$ cat config.mk
export PLATFORM = sky130hd
export DESIGN_NAME = lsu_axi_master
export DESIGN_NICKNAME = d
export VERILOG_FILES = /design/src/rtl/axi_lite_pkg.sv /design/src/rtl/lsu_axi_master.sv
export SDC_FILE = /design/constraint.sdc
export NUM_CORES = 1
export LEC_CHECK = 0
export ABC_AREA = 1
export CORE_MARGIN = 2
export CORE_UTILIZATION = 36
export DETAILED_ROUTE_END_ITERATION = 12
export GPL_ROUTABILITY_DRIVEN = 0
export GPL_TIMING_DRIVEN = 0
export PLACE_DENSITY_LB_ADDON = 0.15
export RECOVER_POWER = 50
export REMOVE_ABC_BUFFERS = 1
export SLEW_MARGIN = 5
export SYNTH_ARGS = -nofsm -noshare
export SYNTH_HDL_FRONTEND = slang
export SYNTH_SLANG_ARGS = --single-unit
export TNS_END_PERCENT = 20
$ cat constraint.sdc
create_clock -name clk -period 1.4 [get_ports clk]
set_input_delay 0.14 -clock clk [delete_from_list [all_inputs] [get_ports clk]]
set_output_delay 0.14 -clock clk [all_outputs]
set_load 0.02 [all_outputs]
$ cat src/rtl/axi_lite_pkg.sv
// Shared AXI-lite definitions: bus widths, response codes and the master state encoding.
// Used by the LSU data-port master and its bench.
package axi_lite_pkg;

  localparam int AXI_ADDR_W = 32;
  localparam int AXI_DATA_W = 32;

  localparam logic [1:0] RESP_OKAY   = 2'b00;
  localparam logic [1:0] RESP_EXOKAY = 2'b01;
  localparam logic [1:0] RESP_SLVERR = 2'b10;
  localparam logic [1:0] RESP_DECERR = 2'b11;

  typedef enum logic [2:0] {
    ST_IDLE    = 3'd0,
    ST_RD_ADDR = 3'd1,
    ST_RD_DATA = 3'd2,
    ST_WR_REQ  = 3'd3,
    ST_WR_RESP = 3'd4
  } mst_state_e;

  // EXOKAY is only meaningful for exclusive accesses, which this master never issues.
  function automatic logic resp_is_err(input logic [1:0] resp);
    return (resp != RESP_OKAY);
  endfunction

endpackage

$ cat src/rtl/lsu_axi_master.sv
// AXI-lite master turning single LSU load/store requests into AR/R or AW/W/B transactions.
// One transaction outstanding; every bus-facing output comes straight from a flop.
module lsu_axi_master
  import axi_lite_pkg::*;
#(
  parameter int ADDR_W = AXI_ADDR_W,
  parameter int DATA_W = AXI_DATA_W,
  parameter int STRB_W = DATA_W / 8
) (
  input  logic              clk,
  input  logic              rst,

  input  logic              req_valid,
  output logic              req_ready,
  input  logic              req_we,
  input  logic [ADDR_W-1:0] req_addr,
  input  logic [DATA_W-1:0] req_wdata,
  input  logic [STRB_W-1:0] req_wstrb,
  output logic              resp_valid,
  output logic [DATA_W-1:0] resp_rdata,
  output logic              resp_err,

  output logic [ADDR_W-1:0] araddr,
  output logic              arvalid,
  input  logic              arready,
  input  logic [DATA_W-1:0] rdata,
  input  logic [1:0]        rresp,
  input  logic              rvalid,
  output logic              rready,

  output logic [ADDR_W-1:0] awaddr,
  output logic              awvalid,
  input  logic              awready,
  output logic [DATA_W-1:0] wdata,
  output logic [STRB_W-1:0] wstrb,
  output logic              wvalid,
  input  logic              wready,
  input  logic [1:0]        bresp,
  input  logic              bvalid,
  output logic              bready
);

  mst_state_e        state;
  logic [ADDR_W-1:0] addr_q;
  logic              aw_done;
  logic              w_done;
  logic              aw_fire;
  logic              w_fire;

  assign aw_fire = awvalid && awready;
  assign w_fire  = wvalid && wready;

  // Both channels share the captured address; only one of them is ever valid.
  assign araddr = addr_q;
  assign awaddr = addr_q;

  // Transaction sequencer; req_ready is kept as a flop mirroring state == ST_IDLE.
  always_ff @(posedge clk) begin
    if (rst) begin
      state      <= ST_IDLE;
      req_ready  <= 1'b1;
      addr_q     <= '0;
      wdata      <= '0;
      wstrb      <= '0;
      arvalid    <= 1'b0;
      rready     <= 1'b0;
      awvalid    <= 1'b0;
      wvalid     <= 1'b0;
      bready     <= 1'b0;
      aw_done    <= 1'b0;
      w_done     <= 1'b0;
      resp_valid <= 1'b0;
      resp_rdata <= '0;
      resp_err   <= 1'b0;
    end else begin
      resp_valid <= 1'b0;
      case (state)
        ST_IDLE: begin
          if (req_valid) begin
            addr_q    <= req_addr;
            req_ready <= 1'b0;
            if (req_we) begin
              wdata   <= req_wdata;
              wstrb   <= req_wstrb;
              awvalid <= 1'b1;
              wvalid  <= 1'b1;
              aw_done <= 1'b0;
              w_done  <= 1'b0;
              state   <= ST_WR_REQ;
            end else begin
              arvalid <= 1'b1;
              state   <= ST_RD_ADDR;
            end
          end
        end

        ST_RD_ADDR: begin
          if (arready) begin
            arvalid <= 1'b0;
            rready  <= 1'b1;
            state   <= ST_RD_DATA;
          end
        end

        ST_RD_DATA: begin
          if (rvalid) begin
            rready     <= 1'b0;
            resp_rdata <= rdata;
            resp_err   <= resp_is_err(rresp);
            resp_valid <= 1'b1;
            req_ready  <= 1'b1;
            state      <= ST_IDLE;
          end
        end

        ST_WR_REQ: begin
          if (aw_fire) begin
            awvalid <= 1'b0;
            aw_done <= 1'b1;
          end
          if (w_fire) begin
            wvalid <= 1'b0;
            w_done <= 1'b1;
          end
          // Same-cycle completion of the second channel must count as done here.
          if ((aw_done || aw_fire) && (w_done || w_fire)) begin
            bready <= 1'b1;
            state  <= ST_WR_RESP;
          end
        end

        ST_WR_RESP: begin
          if (bvalid) begin
            bready     <= 1'b0;
            resp_err   <= resp_is_err(bresp);
            resp_valid <= 1'b1;
            req_ready  <= 1'b1;
            state      <= ST_IDLE;
          end
        end

        default: begin
          arvalid   <= 1'b0;
          rready    <= 1'b0;
          awvalid   <= 1'b0;
          wvalid    <= 1'b0;
          bready    <= 1'b0;
          req_ready <= 1'b1;
          state     <= ST_IDLE;
        end
      endcase
    end
  end

endmodule
==> run_results.csv, run 1 <==
group,metric,value,unit
status,status,"complete, but fails checks",
status,violations,"negative setup slack",
die,die_x,116,um
logic_synthesis,synthMuxAreaShare,0,
route,firstDrtPassIters,8,
worst_setup_path,crit_fanout,8,
pwr,power.total,14.8,mW
logic_synthesis,synth.avg_cell_area,7.65,um^2
hold_path,holdPathStages,3,
logic_synthesis,synth_top_family_by_area,"simple AND/OR/NAND/NOR gates",
grt,grt_pass1_vias,4674,
worst_setup_path,worstPathBufferInverterCount,2,
logic_synthesis,yosysSeqAreaShare,0.504,
worst_setup_path,crit_slowest_cell,"dfxtp_4",
grt,grt_pass1_wl,24.0,mm
finish,drive_gt1_frac,0.180,
worst_setup_path,rrSetupSlack,-0.17,ns
placement,dp_hpwl,9.34,mm
logic_synthesis,synth-xor-area-share,0,
worst_setup_path,crit_path_start_kind,"flip-flop",
logic_synthesis,synth_compound_area_frac,0.165,
grt,grt_max_degree,73,
worst_setup_path,cp_data_required_time,1.66,ns
timing,rsz0062_at_grt,"yes",
cts,cts_made_buffers,17,
route,viasPerCell,4.91,
finish,n_antenna_cell,0,
grt,grt-ovfl-total,0,
finish,area_growth,80.1,%
grt,grt.total_usage,0.234,
hold_path,hold_path_class,"in2reg",
die,dieArea,13400,um^2
finish,instances_no_fill,1009,
cts,clk_transition_reported_paths,0.05,ns
placement,dp.cells,939,
timing,post-route-period-util,1.12,
route,wl_per_cell,16.0,um
worst_setup_path,cp-end-kind,"flip-flop",
cts,clock_latency,0.41,ns
cts,htreeDepth,4,
worst_setup_path,path_common_cell,"nand2_8",
worst_setup_path,cp.arrival,1.83,ns
die,pin_count,253,
hold_path,hold-path-endpoint,"wdata[28]",
logic_synthesis,synth_cell_types,19,
route,drt_iter0_markers,260,
die,fp.dieH,116,um
cts,cts_tree,"yes",
worst_setup_path,critPathMaxStageDelay,0.37,ns
logic_synthesis,ys_warn_count,0,
die,initial_core_util,0.371,
finish,fin_nets,941,
pwr,p_per_area,1830,nW/um^2
pwr,ir_worst_vdd,1020,uV
route,detail-route-antenna-nets,0,
worst_setup_path,timing.rr.end,"wdata[6]",
timing,maxSlewViolCount,0,
die,row_count,40,
die,fp.coreArea,12100,um^2
timing,layout_setup_ws,-0.172,ns
timing,setup_viol,95,
placement,dp_slack,-1.25,ns
hold_path,holdCritStartpoint,"req_wdata[28]",
worst_setup_path,crit_path_cell_trace,"nor2_4 -> nand2_8 -> nor2_8 -> buf_12 -> buf_8 -> nand2_8 -> nand2_4 -> a21oi_2",
logic_synthesis,syn_inst,587,
worst_setup_path,crit_type,"reg2reg",
cts,cts_hold_buf,0,
job,maxCapViolCount,0,
route,routed_wl,16.2,mm
timing,fin_skew,0.00558,ns
timing,hold_viol,0,
timing,fmax,636,MHz
route,routed-via-count,4957,
timing,period_needed,1.57,ns
logic_synthesis,syn_area,4490,um^2
pwr,leakagePower,3.65,nW
logic_synthesis,synth_adder_area_share,0,
timing,relSlewSlack,0.388,
cts,clock_sinks,113,
cts,cts_root_buf,"clkbuf_16",
worst_setup_path,reg2regPathDepth,8,
logic_synthesis,synthSimpleGateAreaFrac,0.195,
worst_setup_path,crit_family,"simple AND/OR/NAND/NOR gates",
grt,antenna_found_initial,0,
cts,cts_buffer_depth,2,
logic_synthesis,yosys_register_bits,113,
timing,worst_slew_pin_slew,0.917,ns
worst_setup_path,r2r_start,"state[2]",
route,drcViolationCount,0,
placement,port_buffers,252,
-- state kept, by name, indices dropped and copies added, names as in the netlist --
| register | cells |
|---|---|
| req_ready | 1 |
| resp_valid | 1 |
| resp_err | 1 |
| wdata | 32 |
| bready | 1 |
| awvalid | 1 |
| rready | 1 |
| arvalid | 1 |
| w_done | 1 |
| state | 3 |
| araddr | 32 |
| resp_rdata | 32 |
| wstrb | 4 |
| aw_done | 1 |
| wvalid | 1 |
-- Yosys cell counts (all sizes together) --
cell type / count / area [um^2]
buf: 47 / 334
o21ai: 69 / 345
nand2: 68 / 265
dfxtp: 113 / 2260
nor2: 81 / 328
clkinv: 1 / 3.75
a21oi: 78 / 390
clkbuf: 22 / 82.6
a31oi: 1 / 6.26
nand4: 2 / 12.5
nand3: 54 / 270
inv: 51 / 191
-- tightest hold or removal path, stage by stage --
cell and delay [ns]:
clkdlybuf4s50_1 0.39, nand3_1 0.08, a21oi_1 0.05
-- logic make-up after synthesis --
family                 after synthesis
and+or+nand+nor                    205
DFF                                113
buffers and inverters              121
AOI/OAI and AO/OA                  148
-- metal layers --
layer  up-vias  share of wire  GRT usage
li1       2384              -          -
met1      2332           0.39      0.272
met2       209           0.52      0.410
met3        32          0.068     0.0669
met4         0          0.022     0.0857
met5         -              0          0
-- placed cells by master (no fill, tap or decap), drive strengths merged --
cell type,synthesis,layout
a31oi,1,1
inv,51,51
clkinv,1,8
a21oi,78,78
buf,47,30
nor2,81,84
o21ai,69,69
bufinv,0,2
nand3,54,55
clkbuf,22,21
clkdlybuf4s50,0,110
clkinvlp,0,4
nand4,2,2
nand2,68,73
dfxtp,113,113
dlygate4sd2,0,140
-- worst max-delay path by stage --
stage	startpoint	endpoint	slack (ns)	depth (start not counted)
global route	state[2]	state[1]	-0.22	7
global placement	rst	resp_rdata[17]	-2.95	4
CTS	state[0]	wdata[22]	-0.17	8
floorplan	state[2]	resp_err	-0.79	6
detailed placement	req_valid	araddr[3]	-1.25	6
finish	state[2]	wdata[6]	-0.17	8
-- per-stage QoR --
| stage | cell area (um^2) | setup TNS [ns] | hold slack, ns | utilization |
|---|---|---|---|---|
| floorplan | 4080 | -56.95 | 0.209 | - |
| global placement | 6810 | -266.09 | 0.432 | 0.562 |
| detailed placement | 6830 | -116.33 | 0.438 | 0.564 |
| CTS | 7950 | -8.33 | 0.294 | 0.656 |
| global route | 8090 | -13.93 | 0.309 | 0.668 |
| finish | 8090 | -9.82 | 0.305 | 0.668 |
-- timing repair --
| action | CTS | global route |
|---|---|---|
| buffers inserted | 24 | 3 |
| pin swaps | 30 | 12 |
| setup endpoints to repair | 251 | 112 |
| resized for setup | 230 | 50 |
| gates cloned | 12 | 0 |
-- layout make-up --
type | count | area [um^2]
clock buffer | 20 | 457
sequential | 113 | 2270
inverter | 52 | 206
fill | 1048 | 4020
clock inverter | 12 | 115
tap | 168 | 210
timing repair inverter | 1 | 7.51
timing repair buffer | 281 | 2740
multi-input combinational | 362 | 2080
-- power breakdown --
group	internal [mW]	switching [mW]
Combinational	2.60	3.61
Clock	2.68	1.48
Sequential	3.93	0.477
(Power assumes the default switching activity.)
==> run 2: changes to the inputs <==
--- a/config.mk
+++ b/config.mk
@@ -14,7 +14,7 @@
 export PLACE_DENSITY_LB_ADDON = 0.15
 export RECOVER_POWER = 50
 export REMOVE_ABC_BUFFERS = 1
-export SLEW_MARGIN = 5
+export SETUP_SLACK_MARGIN = 0.1
 export SYNTH_ARGS = -nofsm -noshare
 export SYNTH_HDL_FRONTEND = slang
 export SYNTH_SLANG_ARGS = --single-unit
==> run_results.csv, run 2 (synthesis results as in run 1) <==
group,metric,value,unit
timing,hold_viol,0,
finish,drive_gt1_frac,0.187,
pwr,leakagePower,3.68,nW
finish,instances_no_fill,1020,
finish,fin_nets,954,
placement,port_buffers,252,
timing,maxSlewViolCount,0,
placement,dp_hpwl,9.50,mm
finish,final_cell_area,8260,um^2
grt,grt-ovfl-total,0,
finish,n_antenna_cell,0,
timing,relSlewSlack,0.390,
grt,antenna_found_initial,0,
route,viasPerCell,4.85,
timing,setup_viol,93,
route,routed-via-count,4945,
placement,dp.cells,939,
cts,cts_made_buffers,17,
worst_setup_path,cp_data_required_time,1.74,ns
worst_setup_path,crit_fanout,6,
status,violations,"negative setup slack",
timing,fin_skew,0.00903,ns
status,status,"complete, but fails checks",
cts,clk_transition_reported_paths,0.05,ns
pwr,ir_worst_vdd,889,uV
grt,grt_pass1_vias,4748,
timing,rsz0062_at_grt,"yes",
placement,dp_slack,-1.48,ns
route,wl_per_cell,16.4,um
timing,period_needed,1.62,ns
timing,fmax,618,MHz
cts,clock_sinks,113,
die,row_count,40,
hold_path,hold_path_class,"in2reg",
placement,dpl_cell_area,6840,um^2
pwr,p_per_area,1840,nW/um^2
job,maxCapViolCount,0,
timing,post-route-period-util,1.16,
worst_setup_path,crit_path_start_kind,"flip-flop",
worst_setup_path,cp.arrival,1.96,ns
grt,grt_pass1_wl,24.4,mm
finish,final_common_cell,"dlygate4sd2_1",
die,die_x,116,um
timing,worst_slew_pin_slew,0.915,ns
route,routed_wl,16.7,mm
die,dieArea,13400,um^2
finish,layout_common_cells,"dlygate4sd2_1 (120), dfxtp_1 (110), clkdlybuf4s50_1 (110)",
cts,cts_buffer_depth,2,
route,drt_iter0_markers,211,
cts,clock_latency,0.41,ns
die,fp.coreArea,12100,um^2
grt,grt.total_usage,0.237,
cts,htreeDepth,4,
route,drcViolationCount,0,
route,firstDrtPassIters,4,
cts,cts_tree,"yes",
die,initial_core_util,0.371,
die,fp.dieH,116,um
route,detail-route-antenna-nets,0,
die,pin_count,253,
finish,area_growth,84.0,%
timing,layout_setup_ws,-0.217,ns
cts,cts_root_buf,"clkbuf_16",
worst_setup_path,cp-end-kind,"flip-flop",
pwr,power.total,15.2,mW
grt,grt_max_degree,73,
worst_setup_path,crit_type,"reg2reg",
## run 2: changes by cell type in the layout (fill, tap and decap cells not counted), sizes merged
cell,before,now
nand2,73,72
buf,30,39
clkinvlp,4,2
clkdlybuf4s15,0,17
clkinv,8,4
dlygate4sd2,140,120
clkbuf,21,33
## run 2: through the flow
step | setup TNS, ns | util | hold slack (ns)
after global routing | -16.04 | 0.682 | 0.313
after CTS | -7.00 | 0.657 | 0.290
after floorplan | -56.95 | - | 0.209
final | -8.85 | 0.682 | 0.305
after detailed placement | -125.69 | 0.564 | 0.438
after global placement | -266.09 | 0.562 | 0.432
## run 2: routing by layer
layer  routed length [um]  global-route usage
met1                 6760               0.274
met2                 8660               0.419
met3                 1030              0.0649
met4                  295              0.0897
met5                    0                   0
## run 2: path summary, 6_finish.rpt
path,startpoint,endpoint,slack [ns],cells past startpoint
hold reg to reg,resp_rdata[11],resp_rdata[11],0.44,2
setup / recovery,state[2],araddr[31],-0.22,8
setup reg to reg,state[2],araddr[31],-0.22,8
hold / removal,req_wdata[19],wdata[19],0.31,3
## run 2: worst max-delay path, stage by stage (launching register included)
cell	delay [ns]
dfxtp_4	0.36
nor2_4	0.21
nand2_8	0.10
buf_12	0.15
buf_6	0.11
nor2_4	0.20
clkbuf_16	0.20
o21ai_1	0.07
nor2_1	0.14
## run 2: area by class of cell
class / instances / area, um^2
Timing Repair inverter: 1 / 7.51
Fill cell: 1032 / 3850
Clock inverter: 6 / 80.1
Clock buffer: 24 / 492
Timing Repair Buffer: 295 / 2940
Inverter: 52 / 209
Tap cell: 168 / 210
Sequential cell: 113 / 2270
Multi-Input combinational cell: 361 / 2060
## run 2: power by group
| group | internal (mW) | total (mW) | switching (mW) |
|---|---|---|---|
| logic | 2.88 | 6.59 | 3.72 |
| registers | 3.93 | 4.42 | 0.492 |
| clock network | 2.77 | 4.19 | 1.42 |
## run 2: what timing repair did
action | 4_1_cts | 5_1_grt
cloned | 10 | 5
gates resized for setup | 237 | 73
setup endpoints to repair | 252 | 123
hold endpoints to repair | 0 | 0
pin swaps | 30 | 22
hold buffers | 0 | 0
setup buffers | 31 | 5
